==> src/rtl/dm_arbiter.sv <==
// dm_arbiter: shares the single data-memory port between the CPU MEM stage (m0)
// and a debug/DMA loader (m1). Grants are round-robin per access, and the block
// owns a sequential clear engine that zeroes every DM word, one word per cycle.
// Optional trace output is enabled by defining DM_ARB_TRACE_EN. It prints granted
// writes and the end of each clear sweep. Without the macro no messages are printed.
module dm_arbiter #(
  parameter int DEPTH = 1024,
  parameter int AW    = 10
) (
  input  logic        clk,
  input  logic        Reset,
  input  logic        m0_req,
  input  logic        m0_we,
  input  logic [31:0] m0_addr,
  input  logic [31:0] m0_wdata,
  output logic        m0_gnt,
  output logic [31:0] m0_rdata,
  input  logic        m1_req,
  input  logic        m1_we,
  input  logic [31:0] m1_addr,
  input  logic [31:0] m1_wdata,
  output logic        m1_gnt,
  output logic [31:0] m1_rdata,
  input  logic        clr_start,
  output logic        clr_busy,
  output logic        clr_done,
  output logic [31:0] dm_addr,
  output logic [31:0] dm_wdata,
  output logic        dm_we,
  input  logic [31:0] dm_rdata
);

  typedef enum logic {
    S_IDLE  = 1'b0,
    S_CLEAR = 1'b1
  } state_t;

  state_t        state_q, state_d;
  logic          rr_last_q, rr_last_d;   // last master served (0 = m0, 1 = m1)
  logic [AW-1:0] clr_cnt_q, clr_cnt_d;
  logic          clr_done_q, clr_done_d;

  localparam logic [AW-1:0] CLR_LAST = AW'(DEPTH - 1);

  // Read data is shared; each requester qualifies it with its own grant.
  assign m0_rdata = dm_rdata;
  assign m1_rdata = dm_rdata;
  assign clr_busy = (state_q == S_CLEAR);
  assign clr_done = clr_done_q;

  // State registers; rr_last starts at 1 so m0 wins the first tie.
  always_ff @(posedge clk or negedge Reset) begin
    if (!Reset) begin
      state_q    <= S_IDLE;
      rr_last_q  <= 1'b1;
      clr_cnt_q  <= '0;
      clr_done_q <= 1'b0;
    end else begin
      state_q    <= state_d;
      rr_last_q  <= rr_last_d;
      clr_cnt_q  <= clr_cnt_d;
      clr_done_q <= clr_done_d;
    end
  end

  // Grant decision, DM port mux and clear-sweep sequencing.
  always_comb begin
    state_d    = state_q;
    rr_last_d  = rr_last_q;
    clr_cnt_d  = clr_cnt_q;
    clr_done_d = 1'b0;
    m0_gnt     = 1'b0;
    m1_gnt     = 1'b0;
    dm_addr    = '0;
    dm_wdata   = '0;
    dm_we      = 1'b0;

    case (state_q)
      S_IDLE: begin
        // On a tie, serve the master that was not served last.
        if (m0_req && (!m1_req || rr_last_q)) begin
          m0_gnt = 1'b1;
        end else if (m1_req) begin
          m1_gnt = 1'b1;
        end

        if (m0_gnt) begin
          dm_addr   = m0_addr;
          dm_wdata  = m0_wdata;
          dm_we     = m0_we;
          rr_last_d = 1'b0;
        end else if (m1_gnt) begin
          dm_addr   = m1_addr;
          dm_wdata  = m1_wdata;
          dm_we     = m1_we;
          rr_last_d = 1'b1;
        end

        // A coinciding request is still served; the sweep begins next cycle.
        if (clr_start) begin
          state_d   = S_CLEAR;
          clr_cnt_d = '0;
        end
      end

      S_CLEAR: begin
        // Requests stall while the sweep owns the port. clr_start is ignored here.
        dm_we     = 1'b1;
        dm_wdata  = '0;
        dm_addr   = {{(30 - AW){1'b0}}, clr_cnt_q, 2'b00};
        clr_cnt_d = clr_cnt_q + AW'(1);
        if (clr_cnt_q == CLR_LAST) begin
          state_d    = S_IDLE;
          clr_cnt_d  = '0;
          clr_done_d = 1'b1;
        end
      end

      default: begin
        state_d = S_IDLE;
      end
    endcase
  end

`ifdef DM_ARB_TRACE_EN
  // Trace granted writes and sweep completion.
  always_ff @(posedge clk) begin
    if (Reset) begin
      if (m0_gnt && m0_we) begin
        $display("%d@m%0d: *%h <= %h", $time, 0, m0_addr, m0_wdata);
      end
      if (m1_gnt && m1_we) begin
        $display("%d@m%0d: *%h <= %h", $time, 1, m1_addr, m1_wdata);
      end
      if (clr_done_q) begin
        $display("%d: dm clear done", $time);
      end
    end
  end
`endif

endmodule
==> config.mk <==
export PLATFORM = sky130hd
export DESIGN_NAME = dm_arbiter
export DESIGN_NICKNAME = d
export VERILOG_FILES = /design/src/rtl/dm_arbiter.sv
export SDC_FILE = /design/constraint.sdc
export NUM_CORES = 1
export LEC_CHECK = 0
export ABC_AREA = 1
export CORE_AREA = 2 2 116 118
export DETAILED_ROUTE_END_ITERATION = 16
export DIE_AREA = 0 0 118 120
export PLACE_DENSITY = 0.69
export SYNTH_ARGS = -nofsm -noshare
export SYNTH_HDL_FRONTEND = slang
export SYNTH_SLANG_ARGS = --single-unit
export TNS_END_PERCENT = 5
==> constraint.sdc <==
create_clock -name clk -period 2.81 [get_ports clk]
set_input_delay 0.562 -clock clk [delete_from_list [all_inputs] [get_ports clk]]
set_output_delay 0.562 -clock clk [all_outputs]
set_load 0.02 [all_outputs]
Yosys cells after proc, flatten, opt, wreduce, memory -nomap -nowiden
Cells that the tools add are included.
Word-level totals
  input bits: 167
  output and inout port bits: 133
  register bits: 13
  word-level logic and storage cells: 39
Cells by class
  add/subtract/negate cells: 1
  reduce and logical (&&, ||, !) cells: 5
  eq/ne operators: 2
  muxes and demuxes: 26
  bitwise operators: 1
Operator list (count)
  two-way mux 32 bit: 4
  case mux 32 bit (2 select lines): 2
  two-way mux 10 bit: 2
  case mux 10 bit (2 select lines): 1
  two-way mux 1 bit: 15
  adder 10 x 1 -> 10 bit, second input constant: 1
  equality test 10 bit, second input constant: 1
  case mux 1 bit (2 select lines): 2
  != test 2 bit, second input constant: 1
  AND reduction 2 bit: 1
  nonzero test 2 bit: 1
  logical AND 1 bit: 1
  zero test 1 bit: 1
  logical OR 1 bit: 1
  inverter 1 bit: 1

Longest topological paths before layout
  word-level depth: 8
  depth in mapped cells: 8
  mapped depth without buffers: 8

Worst setup path after synthesis
OpenSTA, ideal clock, no wires.
  path type: input-to-output
  start point: input m0_req
  end point: output dm_addr[22]
  stages on the path: 7
  path buffers: 1
  arrival time: 1.358 ns
  setup slack: 0.890 ns
  data required time: 2.248 ns
  cell sequence: a21boi_2 -> nor2_4 -> nand2_2 -> inv_4 -> buf_6 -> nand2_1 -> nand2_1
Between the ends
  cells in the longest elaborated chain, start to end: 6
  elaborated cells between the ends (all ways): 8
  those cells by class: mux (7); reduce/logical (1)
RTL lines
  start: declaration: RTL line 12  | input logic m0_req,
  logical AND 1 bit *: RTL line 81  | if (m0_req && (!m1_req || rr_last_q)) begin
  two-way mux 1 bit: RTL line 81
  two-way mux 1 bit: RTL line 78  | case (state_q)
  two-way mux 32 bit: RTL line 92  | end else if (m1_gnt) begin
  two-way mux 32 bit *: RTL line 87  | if (m0_gnt) begin
  case mux 32 bit (2 select lines) *: RTL line 78
  end: declaration: RTL line 27  | output logic [31:0] dm_addr,
Mark *: on every way between the ends. The rest lies on a longest branch, timed or not. The select of a mux whose other input is x is not followed.

Worst setup path after layout
  start point: input m1_req
  end point: output m0_gnt
Between the ends
  cells in the longest elaborated chain, start to end: 6
RTL lines
  start: declaration: RTL line 18  | input logic m1_req,
  zero test 1 bit: RTL line 81
  logical OR 1 bit: RTL line 81
  logical AND 1 bit: RTL line 81
  two-way mux 1 bit: RTL line 81
  two-way mux 1 bit (2 in series): RTL line 78
  end: declaration: RTL line 16  | output logic m0_gnt,
Every way passes these cells. The select of a mux whose other input is x is not followed.

==> results.yml <==
cts:
  clkTransAtPathRegs_ns: 0.04
  h-tree-depth: 1
  holdBufCountCts: 0
  clockRootBuffer: "clkbuf_16"
  cts_sinks: 13
  cts_setup_buffers: 0
  cts_tree: "done"
  clk_path_buf_depth: 2
  insertion_delay_ns: 0.24
  numCtsBuffers: 3
logic_synthesis:
  synthMuxAreaShare_pct: 0
  ys_seq_area_share_pct: 15.40
  syn_area_sq_mm: 0.002121
  ys_ff_latch: 13
  syn_inst: 376
  synth_compound_area_share_pct: 6.372
  syn_nets: 544
  yosys.area_share.adder_pct: 0.5900
  synth_area_leaders: "nand2_1 36%, buf_4 25%, dfrtp_1 14%, nand3_1 5.4%, inv_1 2.8%"
  synth-simple-area-share_pct: 44.66
  yosysTopAreaCellShare_pct: 35.75
  yosysTopAreaCell: "nand2_1"
  syn_area_per_cell_sq_um: 5.640
  synthDistinctLibCells: 24
  synth_xor_area_share_pct: 0.8260
  synth_top_family_by_area: "simple AND/OR/NAND/NOR gates"
  ys_warn_count: 0
timing:
  max_slew_margin_pct: 57.67
  final.setup.worst_slack_ns: 0.09341
  hold_viol: 0
  finalSetupTns_ns: 0
  fin_skew_ns: 0.002145
  finalCritPeriodShare_pct: 96.68
  worst_hold_slack_ns: 0.5637
  finalCriticalPeriod_ns: 2.717
  rsz0062_at_grt: "no"
  worst_slew_pin_slew_ns: 0.6330
  slew_viol_final: 0
  max_clock_freq_mhz: 368.1
  report.final.setup_viol: 0
drt:
  routed_wl_um: 8325
  drt.antenna.violating_nets: 0
  drtIter0Drc: 86
  wl_per_cell_um: 12.03
  drc_errors: 0
  routed_via_density: 3.822
  drtPass1Iterations: 4
  vias: 2645
placement:
  placement.setup.worst_slack_ns: -0.1809
  gp_congestion: 0.7456
  port_buffers: 203
  place_area_sq_mm: 0.003911
  dp_hpwl_um: 6978
worst_hold_path:
  whs_path_depth: 2
  hold_path_class: "reg -> reg"
  holdPathEnd: "rr_last_q"
  min_from: "rr_last_q"
final_layout:
  fillCellCount: 1462
  fin_util_pct: 30.13
  drive_gt1_share_pct: 4.845
  stdcell_area_sq_mm: 0.003911
  area_delta_synth_final_pct: 84.42
  num_antenna_cells: 0
  final_nets: 685
worst_setup_path:
  start_kind: "input pin"
  r2r_slack_ns: 1.21
  r2r_end: "clr_cnt_q[1]"
  cpPeakStageDelay_ns: 0.61
  reg2reg_from: "clr_cnt_q[0]"
  crit_top_cell: "clkdlybuf4s50_1"
  cp_max_fo: 19
  crit_slowest_cell: "clkdlybuf4s50_1"
  reg2regPathDepth: 8
  path_cells: "clkdlybuf4s50_1 > inv_2 > o21ai_1 > nor2_4 > buf_12 > clkdlybuf4s50_1"
  crit_type: "in -> out"
  cp_data_arrival_time_ns: 2.15
  crit_path_end_kind: "output pin"
  required_ns: 2.25
power:
  p_leak_nw: 2.037
  ir_drop_mv: 0.1677
  power.density_mw_per_mm2: 295.1
grt:
  grt_use_total_pct: 11.24
  grt_pass1_wl_um: 13210
  grt_max_degree: 47
  antenna_found_initial: 0
  grt_pass1_vias: 2618
  overflow: 0
run:
  maxCapViolations: 0
floorplanning:
  core_sq_mm: 0.01298
  die_y_um: 120
  pin_count: 300
  die_w_um: 118
  rows: 42
  start_util_pct: 16.34
  dieArea_sq_mm: 0.01416
outcome:
  outcome: "complete, no violations"
[registers in the layout (all words and copies together) (netlist names)]
| name | flops |
|---|---|
| clr_busy | 1 |
| clr_cnt_q | 10 |
| clr_done | 1 |
| rr_last_q | 1 |
[synth_stat cells]
| library cell | count |
|---|---|
| nand2_2 | 1 |
| ha_1 | 1 |
| nor2_4 | 1 |
| o21ai_0 | 6 |
| o211ai_1 | 8 |
| nand4_1 | 2 |
| nand2_1 | 202 |
| inv_4 | 1 |
| buf_2 | 6 |
| o21ai_1 | 1 |
| nand3_1 | 23 |
| dfstp_2 | 1 |
| inv_1 | 16 |
| nor2_1 | 10 |
| xnor2_1 | 1 |
| o22ai_1 | 3 |
| dfrtp_1 | 12 |
| buf_6 | 5 |
| xor2_1 | 1 |
| nor2_2 | 1 |
| a21oi_1 | 2 |
| buf_4 | 70 |
| a21boi_2 | 1 |
| inv_2 | 1 |
[placed cells by master (no fill, tap or decap), drive strengths merged]
master | Yosys | layout
o21ai | 7 | 7
nand2 | 203 | 203
xnor2 | 1 | 1
inv | 18 | 18
dlymetal6s2s | 0 | 1
dfrtp | 12 | 12
dlygate4sd2 | 0 | 65
xor2 | 1 | 1
a21boi | 1 | 1
o211ai | 8 | 8
clkdlybuf4s50 | 0 | 137
nor2 | 12 | 12
o22ai | 3 | 3
nand4 | 2 | 2
clkbuf | 0 | 4
buf | 81 | 14
dfstp | 1 | 1
a21oi | 2 | 2
nand3 | 23 | 23
ha | 1 | 1
[timing repair]
item,CTS,global route
endpoints found under the setup margin,65,1
gates cloned,0,0
resized for setup,65,1
[critical path: cells and delay by family]
family	cells	cell delay, ns
buffers and inverters	4	1.33
and+or+nand+nor	1	0.16
AOI/OAI and AO/OA	1	0.09
[how the worst max path moves through the flow]
stage | cells past startpoint | endpoint | from
3_5_place_dp | 8 | dm_wdata[1] | m1_req
2_1_floorplan | 7 | dm_addr[22] | m0_req
3_3_place_gp | 8 | dm_wdata[1] | m1_req
5_1_grt | 8 | dm_wdata[1] | m1_req
4_1_cts | 7 | dm_we | m1_req
6_report | 6 | m0_gnt | m1_req
[layout make-up]
class                      instances  area (sq um)  share of cell area (%)
timing repair buffer             217          2096                   53.58
sequential                        13         326.6                   8.349
clock buffer                       4         78.83                   2.015
tap                              176         220.2                   5.630
inverter                          18         70.07                   1.791
multi-input combinational        264          1120                   28.63
[report_power, final]
part	total (mW)	switching [mW]	internal, mW
Sequential	0.316	0.0709	0.245
Clock	0.275	0.0828	0.192
Combinational	0.564	0.255	0.309
[stage by stage]
step	power, mW	std cells
2_1_floorplan	0.7015	376
3_3_place_gp	0.9193	688
3_5_place_dp	0.9288	688
4_1_cts	1.170	692
5_1_grt	1.240	692
6_report	1.154	692
[cell families (layout without fill, tap and decap cells)]
logic type               after synthesis  count (layout)
XOR/XNOR                               2               2
AO/OA/AOI/OAI                         21              21
AND/OR/NAND/NOR                      240             240
adder cells (fa/ha/maj)                1               1
flip-flops                            13              13
buffers and inverters                 99             239
[routing by layer]
metal / up-vias / routed length [um] / global-route usage (%)
met5: - / 0 / 0
met4: 0 / 124 / 2.786
met3: 10 / 902 / 4.563
met2: 151 / 3903 / 19.37
met1: 1115 / 3395 / 12.98
li1: 1369 / - / -
No activity file was read; power rests on OpenSTA's default activity.
==> RTL edit, RTL diff (same flow settings) <==
Set the parameter `AW` to 11 (it was 10).
--- a/src/rtl/dm_arbiter.sv
+++ b/src/rtl/dm_arbiter.sv
@@ -6,5 +6,5 @@
 module dm_arbiter #(
   parameter int DEPTH = 1024,
-  parameter int AW    = 10
+  parameter int AW    = 11
 ) (
   input  logic        clk,
Behaviour: no difference found for any inputs over 10 cycles, from zero or initial values and one cycle with Reset low; that may be too few to reach the edited logic, so the function may still have changed.
==> RTL edit against the unedited design <==
Clock skew decreased by 0.0016 ns. Core utilization increased by 1.2 points. Count of clock-buffer cells in the layout unchanged. Fmax decreased by 0.80%. Cell area increased by 3.9%. Setup slack got worse by 0.022 ns. Routed wire length increased by 9.1%. Critical endpoint is now dm_addr[6]. Synthesized area increased by 5.2%. Sequential cell count increased by 1. First-iteration DRC count decreased by 7.0%.
Power is not compared: it rests on default switching activity, and its combinational part moved more than twofold at a synthesized area within 25%.
==> RTL edit: results (changes against the unedited design) <==
| Metric | Value |
|---|---|
| Status | completed |
| P&R area growth vs syn | 82.2% |
| Drt wl/cell | 12.8 um (+6.8%) |
| Synth Area in Adders | 0.561% (-0.029 points) |
| Placer Congestion | 0.809 (+8.5%) |
| Cell variety after synth | 29 (+21%) |
| Met1 GRT Util | 13.8% (+0.78 points) |
| Layout fillers | 1459 (-0.21%) |
| Comb_multi_in | 278 (+5.3%) |
| Met3 routed WL | 1170 um (+30%) |
| # resized after CTS | 67 (+3.1%) |
| Max reg flops | 11 (+1) |
| Met2 wire len | 4320 um (+11%) |
| Largest net degree at the start of global routing | 28 (-40%) |
| Post-DP Area | 0.00402 mm^2 (+2.9%) |
| Multi-input logic portion of the cell area | 29.6% (+0.99 points) |
| Inverters | 16 (-2) |
| Crit path launch | m0_req |
| Register area share after synthesis | 15.8% (+0.36 points) |
| Synth Area in Compound Gates | 3.20% (-3.2 points) |
| Met2 Use GR | 21.5% (+2.2 points) |
| Nets@finish | 700 (+2.2%) |
| Seq/total area | 8.65% (+0.30 points) |
| Crit path DAT | 2.18 ns (+0.03 ns) |
| Worst r2r dst | clr_cnt_q[9] |
| Net Count, Synth | 556 (+2.2%) |
| Global-route wire length before repair | 14100 um (+7.1%) |
| Synth Area in XOR/XNOR | 0.785% (-0.041 points) |
| Crit-path max FO | 27 (+8) |
| WHS | 0.527 ns (-0.0365 ns) |
| DRT met1 WL | 3480 um (+2.6%) |
| Synth top area cells | nand2_1, buf_4, dfrtp_1, nand3_1, nand2_2 |
| Most instantiated cells after synthesis | nand2_1, buf_4, nand3_1, nand2_2, dfrtp_1 |
## RTL edit: cell types whose count changed after synthesis, moves of 2 or more
cell      before  now
buf_6          5    2
o211ai_1       8    0
buf_2          6    8
buf_4         70   66
inv_2          1    3
o22ai_1        3    0
nand3_1       23   29
buf_12         0    2
inv_1         16   12
nand2_2        1   20
## RTL edit: power groups by stage
stage	registers, mW	logic, mW	clock network (mW)
floorplan	0.205	0.140	0
global placement	0.205	0.206	0
detailed placement	0.205	0.206	0
CTS	0.202	0.208	0.309
global route	0.202	0.220	0.319
finish	0.202	0.206	0.305
## RTL edit: worst max path at each step
stage          cells past startpoint  slack, ns      endpoint
5_1_grt                            7      0.002  dm_wdata[13]
3_5_place_dp                       7      -0.24  dm_wdata[16]
6_report                           7       0.07    dm_addr[6]
3_3_place_gp                       7      -0.21  dm_wdata[15]
4_1_cts                            7      0.003         dm_we
2_1_floorplan                      5       0.86   dm_addr[22]
